===== config.mk =====
export PLATFORM = sky130hd
export DESIGN_NAME = serial_adder
export DESIGN_NICKNAME = d
export VERILOG_FILES = /design/src/rtl/serial_adder.sv
export SDC_FILE = /design/constraint.sdc
export NUM_CORES = 1
export LEC_CHECK = 0
export BUFFER_PORTS_ARGS = -buffer_cell sky130_fd_sc_hd__buf_2
export CAP_MARGIN = 15
export CORE_MARGIN = 2
export CORE_UTILIZATION = 50
export CTS_BUF_LIST = sky130_fd_sc_hd__clkbuf_16
export CTS_CLUSTER_SIZE = 28
export DETAILED_ROUTE_END_ITERATION = 12
export PLACE_DENSITY = 0.74
export RECOVER_POWER = 25
export SYNTH_ARGS = -nofsm -noshare
export SYNTH_HDL_FRONTEND = slang
export SYNTH_SLANG_ARGS = --single-unit
export TNS_END_PERCENT = 10

===== constraint.sdc =====
create_clock -name clk -period 1.6 [get_ports clk]
set_input_delay 0.08 -clock clk [delete_from_list [all_inputs] [get_ports clk]]
set_output_delay 0.08 -clock clk [all_outputs]
set_load 0.03 [all_outputs]

===== src/rtl/serial_adder.sv =====
// Multi-cycle adder/subtractor: operands are latched on start and summed LSB-first,
// DIGIT bits per cycle, through a full-adder slice with a registered carry.
module serial_adder #(
    parameter int WIDTH = 16,
    parameter int DIGIT = 1
) (
    input  logic             clk,
    input  logic             reset,
    input  logic             start,
    input  logic             sub,
    input  logic [WIDTH-1:0] a,
    input  logic [WIDTH-1:0] b,
    output logic             busy,
    output logic             done,
    output logic [WIDTH-1:0] sum,
    output logic             carry,
    output logic             overflow,
    output logic [1:0]       state_o
);

    localparam int N  = WIDTH / DIGIT;
    localparam int CW = (N > 1) ? $clog2(N) : 1;

    generate
        if (WIDTH < 2 || DIGIT < 1 || DIGIT > WIDTH || (WIDTH % DIGIT) != 0) begin : g_bad_params
            $error("serial_adder: illegal WIDTH/DIGIT combination");
        end
    endgenerate

    typedef enum logic [1:0] {
        S_IDLE = 2'd0,
        S_RUN  = 2'd1,
        S_DONE = 2'd2
    } state_t;

    state_t           state_q, state_d;
    logic [WIDTH-1:0] opa_q, opa_d;
    logic [WIDTH-1:0] opb_q, opb_d;
    logic             c_q, c_d;
    logic [CW-1:0]    cnt_q, cnt_d;
    logic [WIDTH-1:0] psum_q, psum_d;
    logic [WIDTH-1:0] sum_q, sum_d;
    logic             carry_q, carry_d;
    logic             ovf_q, ovf_d;

    logic [DIGIT:0]   slice;
    logic             msb_cin;

    // One digit of the ripple: {carry_out, digit} for the lowest DIGIT bits still in flight.
    assign slice   = {1'b0, opa_q[DIGIT-1:0]} + {1'b0, opb_q[DIGIT-1:0]} + (DIGIT+1)'(c_q);
    // On the final digit the low operand bits are the original MSBs, so this recovers the MSB carry-in.
    assign msb_cin = slice[DIGIT-1] ^ opa_q[DIGIT-1] ^ opb_q[DIGIT-1];

    always_comb begin
        state_d = state_q;
        opa_d   = opa_q;
        opb_d   = opb_q;
        c_d     = c_q;
        cnt_d   = cnt_q;
        psum_d  = psum_q;
        sum_d   = sum_q;
        carry_d = carry_q;
        ovf_d   = ovf_q;
        case (state_q)
            S_IDLE, S_DONE: begin
                if (start) begin
                    opa_d   = a;
                    opb_d   = sub ? ~b : b;
                    c_d     = sub;
                    cnt_d   = '0;
                    state_d = S_RUN;
                end else begin
                    state_d = S_IDLE;
                end
            end
            S_RUN: begin
                opa_d  = opa_q >> DIGIT;
                opb_d  = opb_q >> DIGIT;
                c_d    = slice[DIGIT];
                psum_d = (psum_q >> DIGIT) | (WIDTH'(slice[DIGIT-1:0]) << (WIDTH - DIGIT));
                cnt_d  = cnt_q + 1'b1;
                if (cnt_q == CW'(N - 1)) begin
                    cnt_d   = '0;
                    sum_d   = psum_d;
                    carry_d = slice[DIGIT];
                    ovf_d   = slice[DIGIT] ^ msb_cin;
                    state_d = S_DONE;
                end
            end
            default: state_d = S_IDLE;
        endcase
    end

    always_ff @(posedge clk) begin
        if (reset) begin
            state_q <= S_IDLE;
            opa_q   <= '0;
            opb_q   <= '0;
            c_q     <= 1'b0;
            cnt_q   <= '0;
            psum_q  <= '0;
            sum_q   <= '0;
            carry_q <= 1'b0;
            ovf_q   <= 1'b0;
        end else begin
            state_q <= state_d;
            opa_q   <= opa_d;
            opb_q   <= opb_d;
            c_q     <= c_d;
            cnt_q   <= cnt_d;
            psum_q  <= psum_d;
            sum_q   <= sum_d;
            carry_q <= carry_d;
            ovf_q   <= ovf_d;
        end
    end

    assign busy     = (state_q == S_RUN);
    assign done     = (state_q == S_DONE);
    assign sum      = sum_q;
    assign carry    = carry_q;
    assign overflow = ovf_q;
    assign state_o  = state_q;

endmodule


# --- Yosys cells after proc, flatten, opt, wreduce, memory -nomap -nowiden ---
# Index checks and enable logic that the tools add are counted.
classes:
  n_mux: 13
  reduce_logical: 5
  n_bitwise: 5
  n_addsub: 3
  n_eq_ne: 5
op_table:
  columns: ["op", "count"]
  rows:
  - ["one-hot mux 16 bit (2 select lines)", 2]
  - ["2-to-1 mux 16 bit", 3]
  - ["NOT 16 bit", 1]
  - ["OR 15 x 16 -> 16 bit", 1]
  - ["2-to-1 mux 4 bit", 2]
  - ["one-hot mux 4 bit (2 select lines)", 1]
  - ["adder 4 x 1 -> 4 bit, second input constant", 1]
  - ["== test 4 bit, second input constant", 1]
  - ["one-hot mux 2 bit (2 select lines)", 1]
  - ["AND reduction 2 bit", 2]
  - ["XOR 1 bit", 3]
  - ["adder 1 x 1 -> 2 bit", 1]
  - ["adder 2 x 1 -> 2 bit", 1]
  - ["== test 2 x 1 -> 1 bit, second input constant", 1]
  - ["== test 2 bit, second input constant", 1]
  - ["logical NOT 2 bit", 1]
  - ["2-to-1 mux 1 bit", 2]
  - ["2-to-1 mux 2 bit", 1]
  - ["!= test 2 x 1 -> 1 bit, second input constant", 1]
  - ["!= test 2 bit, second input constant", 1]
  - ["one-hot mux 1 bit (2 select lines)", 1]
  - ["nonzero test 2 bit", 1]
  - ["OR reduction 2 bit", 1]
word_totals:
  register_bits: 73
  out_inout_bits: 22

# --- Depth between registers and ports, before layout ---
depth:
  ltp_word: 5
  mapped_depth: 6

# --- Least setup slack after synthesis ---
# Ideal clock, no wire load.
synth_timing:
  path_kind: "register to register"
  start: "register state_q[0] (netlist: state_o[0])"
  end: "register sum_q[10] (netlist: sum[10])"
  path_stages_with_launch: 7
  setup_ps: 117
  n_path_buf: 2
  required_ps: 1483
  arrival_time_ps: 1374
  synth_period_minus_slack_ps: 1491
  slack_ps: 109
  path_cell_list: "dfxtp_1 -> nand2b_1 -> buf_4 -> inv_6 -> a31oi_4 -> buf_6 -> a22o_1"
synth_between:
  elab_chain_len: 2
synth_rtl:
  columns: ["element", "line", "rtl"]
  rows:
  - ["from (decl)", "36", "state_t state_q, state_d;"]
  - ["from (signal assigned)", "106", "state_q <= state_d;"]
  - ["== test 2 x 1 -> 1 bit", "64", "case (state_q)"]
  - ["AND reduction 2 bit (no line)", null, null]
  - ["to (signal assigned)", "112", "sum_q <= sum_d;"]
  - ["to (decl)", "42", "logic [WIDTH-1:0] sum_q, sum_d;"]
# No other way between the ends.
# A chain may end at the register's enable or synchronous reset.

# --- Worst setup path in the final report ---
layout_timing:
  start: "register state_q[1] (netlist: state_o[1])"
  end: "output busy"
layout_between:
  elab_chain_len: 1
layout_rtl:
  columns: ["element", "line", "rtl"]
  rows:
  - ["== test 2 x 1 -> 1 bit", "118", "assign busy = (state_q == S_RUN);"]
  - ["to (decl)", "13", "output logic busy,"]
# No other way between the ends.

==> results_dict.tcl <==
set metrics [dict create \
    clkLatencyLatePin_ns 0.33 \
    grt_pass1_wl_mm 10.7 \
    routed-wl-met2_mm 3.11 \
    grt_max_degree 42 \
    antenna_left 0 \
    ir_drop_mv 0.989 \
    post-route-drc-count 0 \
    antenna_found_initial 0 \
    synth_area_sq_um 2910 \
    synth_seq_area_share_pct 49.5 \
    highest_layer "met4" \
    hp-start "a[11]" \
    io_buffers 57 \
    worstPathMaxFanout 18 \
    power_mw 4.79 \
    drv_slew 0 \
    hold_path_end "opa_q[11]" \
    synth_cell_types 30 \
    status "complete, no violations" \
    ys_ff_latch 72 \
    yosysTopAreaCell "dfxtp_1" \
    first_global_vias 2282 \
    power_density_nw_per_um2 1320 \
    clock.fmax_mhz 663 \
    dieArea_sq_um 6450 \
    setup_viol 0 \
    crit_chain "nand2b_4 > inv_6 > buf_6 > buf_2" \
    finalSetupTns_ns 0 \
    clk_path_buf_depth 2 \
    fin_nets 407 \
    clk_root_buffer_cell "clkbuf_16" \
    crit_cells 4 \
    worstReg2RegEnd "overflow" \
    syn_area_per_cell_sq_um 9.24 \
    reg2reg_from "opa_q[0]" \
    grtUsageTotal_pct 21.4 \
    vias_per_cell 5.55 \
    cts_tree "built" \
    cap_violations 0 \
    slowest_delay_ns 0.33 \
    dieHeight_um 80.3 \
    synthTopCellsByArea "dfxtp_1, a21oi_1, a22oi_1" \
    cp_data_arrival_time_ns 1.43 \
    cts_sinks 72 \
    min_period_ns 1.51 \
    drive_above_1_share_pct 19.8 \
    h-tree-depth 3 \
    worstHoldPathCells 3 \
    met3WireLength_um 312 \
    n_antenna_cell 0 \
    cts_setup_buffers 0 \
    die_w_um 80.3 \
    cts_buffers 9 \
    dr.first_iter.drc_count 83 \
    ys_warn_count 0 \
    worstRegToRegCells 4 \
    synth_nets 353 \
    final.fill_count 471 \
    core.rowCount 27 \
    drt-pass1-iter-count 4 \
    area_delta_synth_final_pct 24.5 \
    pin_count 58 \
    maxSlewHeadroom_pct 67.2 \
    hold_viol_final 0 \
    finClkSkew_ns 0.00589 \
    rsz0062_at_grt "false" \
    dp_hpwl_mm 4.06 \
    initial_core_util_pct 52.2 \
    core_area_sq_um 5570 \
    drt-wirelength-per-cell_um 14.3 \
    fin_crit_sh_pct 94.2 \
    cp_num_buf_inv 3 \
    path_class "flip-flop to output port" \
    path_delay_family "buffers and inverters" \
    gr-total-overflow 0 \
    synthCells 315 \
    hold_path_class "primary input to flip-flop" \
    cp-end-kind "output port" \
    routabilityCongestion 0.759 \
    drt-total-wl_mm 6.39 \
    start_kind "flip-flop" \
    critPathRequiredTime_ns 1.52 \
    drt-met1-wl_mm 2.90 \
    synth_top_cell_area_share_pct 49.5 \
    p_leak_nw 1.37 \
    dr_total_vias 2476 \
    path_clk_slew_ns 0.06 \
    worst_pin_slew_ns 0.492 \
    crit_slowest_cell "dfxtp_1" \
    reg2reg_slack_ns 0.12 \
]
==> area by class of cell <==
class | count | area (sq um) | share of cell area, %
multi-input combinational | 213 | 1330 | 36.6
clock buffer | 9 | 225 | 6.21
timing repair buffer | 72 | 389 | 10.7
tap | 72 | 90.1 | 2.49
inverter | 1 | 8.76 | 0.242
sequential | 72 | 1440 | 39.8
clock inverter | 7 | 143 | 3.94
==> where the power goes <==
group,internal [mW],switching (mW),leakage [nW]
Combinational,0.177,0.261,0.609
Clock,1.68,0.757,0.180
Sequential,1.87,0.0426,0.586
Total,3.73,1.06,1.37
==> synthesized netlist by cell type (all sizes together) <==
cell,count
nand2b,2
o21ai,1
and2,1
nor2,2
inv,1
a211oi,2
ha,1
clkbuf,10
a22oi,31
dfxtp,72
a22o,16
xor2,16
a31oi,3
nor3,1
fa,1
nor2b,2
xnor2,3
nand3,38
mux2,1
or3,1
a21oi,53
nand3b,2
buf,19
nand2,34
nand4,2
==> timing repair <==
item / 4_1_cts / 5_1_grt
pin swaps: 0 / 1
hold endpoints to repair: 1 / 0
hold buffers: 1 / 0
gates resized for setup: 2 / 1
setup endpoints to repair: 1 / 1
==> state kept, by name, indices dropped and copies added (netlist names) <==
| name | count |
|---|---|
| opa_q | 16 |
| opb_q | 16 |
| c_q | 1 |
| overflow | 1 |
| state_o | 2 |
| psum_q | 15 |
| cnt_q | 4 |
| sum | 16 |
| carry | 1 |
==> kinds of logic (layout without fill, tap and decap cells) <==
group	Yosys count	in the layout	share of synthesized area [%]
DFF	72	72	49.5
and+or+nand+nor	85	85	14.1
muxes	1	1	0.387
xor gates and xnor gates	19	19	5.72
buffers and inverters	30	89	5.37
adders and majority gates	2	2	1.12
AOI/OAI and AO/OA	106	106	23.8
==> tightest hold or removal path: stages <==
cell and delay [ns]:
buf_2 0.08, a22oi_1 0.05, a21oi_1 0.11
==> worst max path at each step <==
stage	slack, ns	to	start
finish	0.09	busy	state_o[1]
detailed placement	0.12	sum[7]	state_o[1]
global placement	0.16	overflow	opa_q[0]
floorplan	0.11	sum[10]	state_o[0]
CTS	0.09	busy	state_o[1]
global route	0.03	busy	state_o[1]
==> per-layer routing <==
metal	global-route usage (%)	up-vias
li1	-	1249
met2	34.4	66
met1	26.7	1155
met4	7.97	0
met3	6.74	6
met5	0	-
==> layout by cell type (no fill, tap or decap), types with 11 or more instances in the layout <==
cell type	n
dfxtp_1	72
a21oi_1	53
nand3_1	38
buf_2	38
nand2_1	34
a22oi_1	31
clkbuf_1	20
a22o_1	16
xor2_1	16
buf_4	11
==> stage by stage <==
step | cells | cell area [sq um] | worst slack [ns] | util (%) | hold WS [ns]
final | 446 | 3620 | 0.0920 | 65.0 | 0.0273
after global routing | 446 | 3620 | 0.0262 | 65.0 | 0.0511
after CTS | 446 | 3650 | 0.0853 | 65.4 | 0.0168
after detailed placement | 429 | 3260 | 0.118 | 58.5 | 0.329
after global placement | 429 | 3260 | 0.165 | 58.5 | 0.325
after floorplan | 315 | 2910 | 0.109 | - | 0.216
Note: power is estimated with default switching activity, not from simulation.
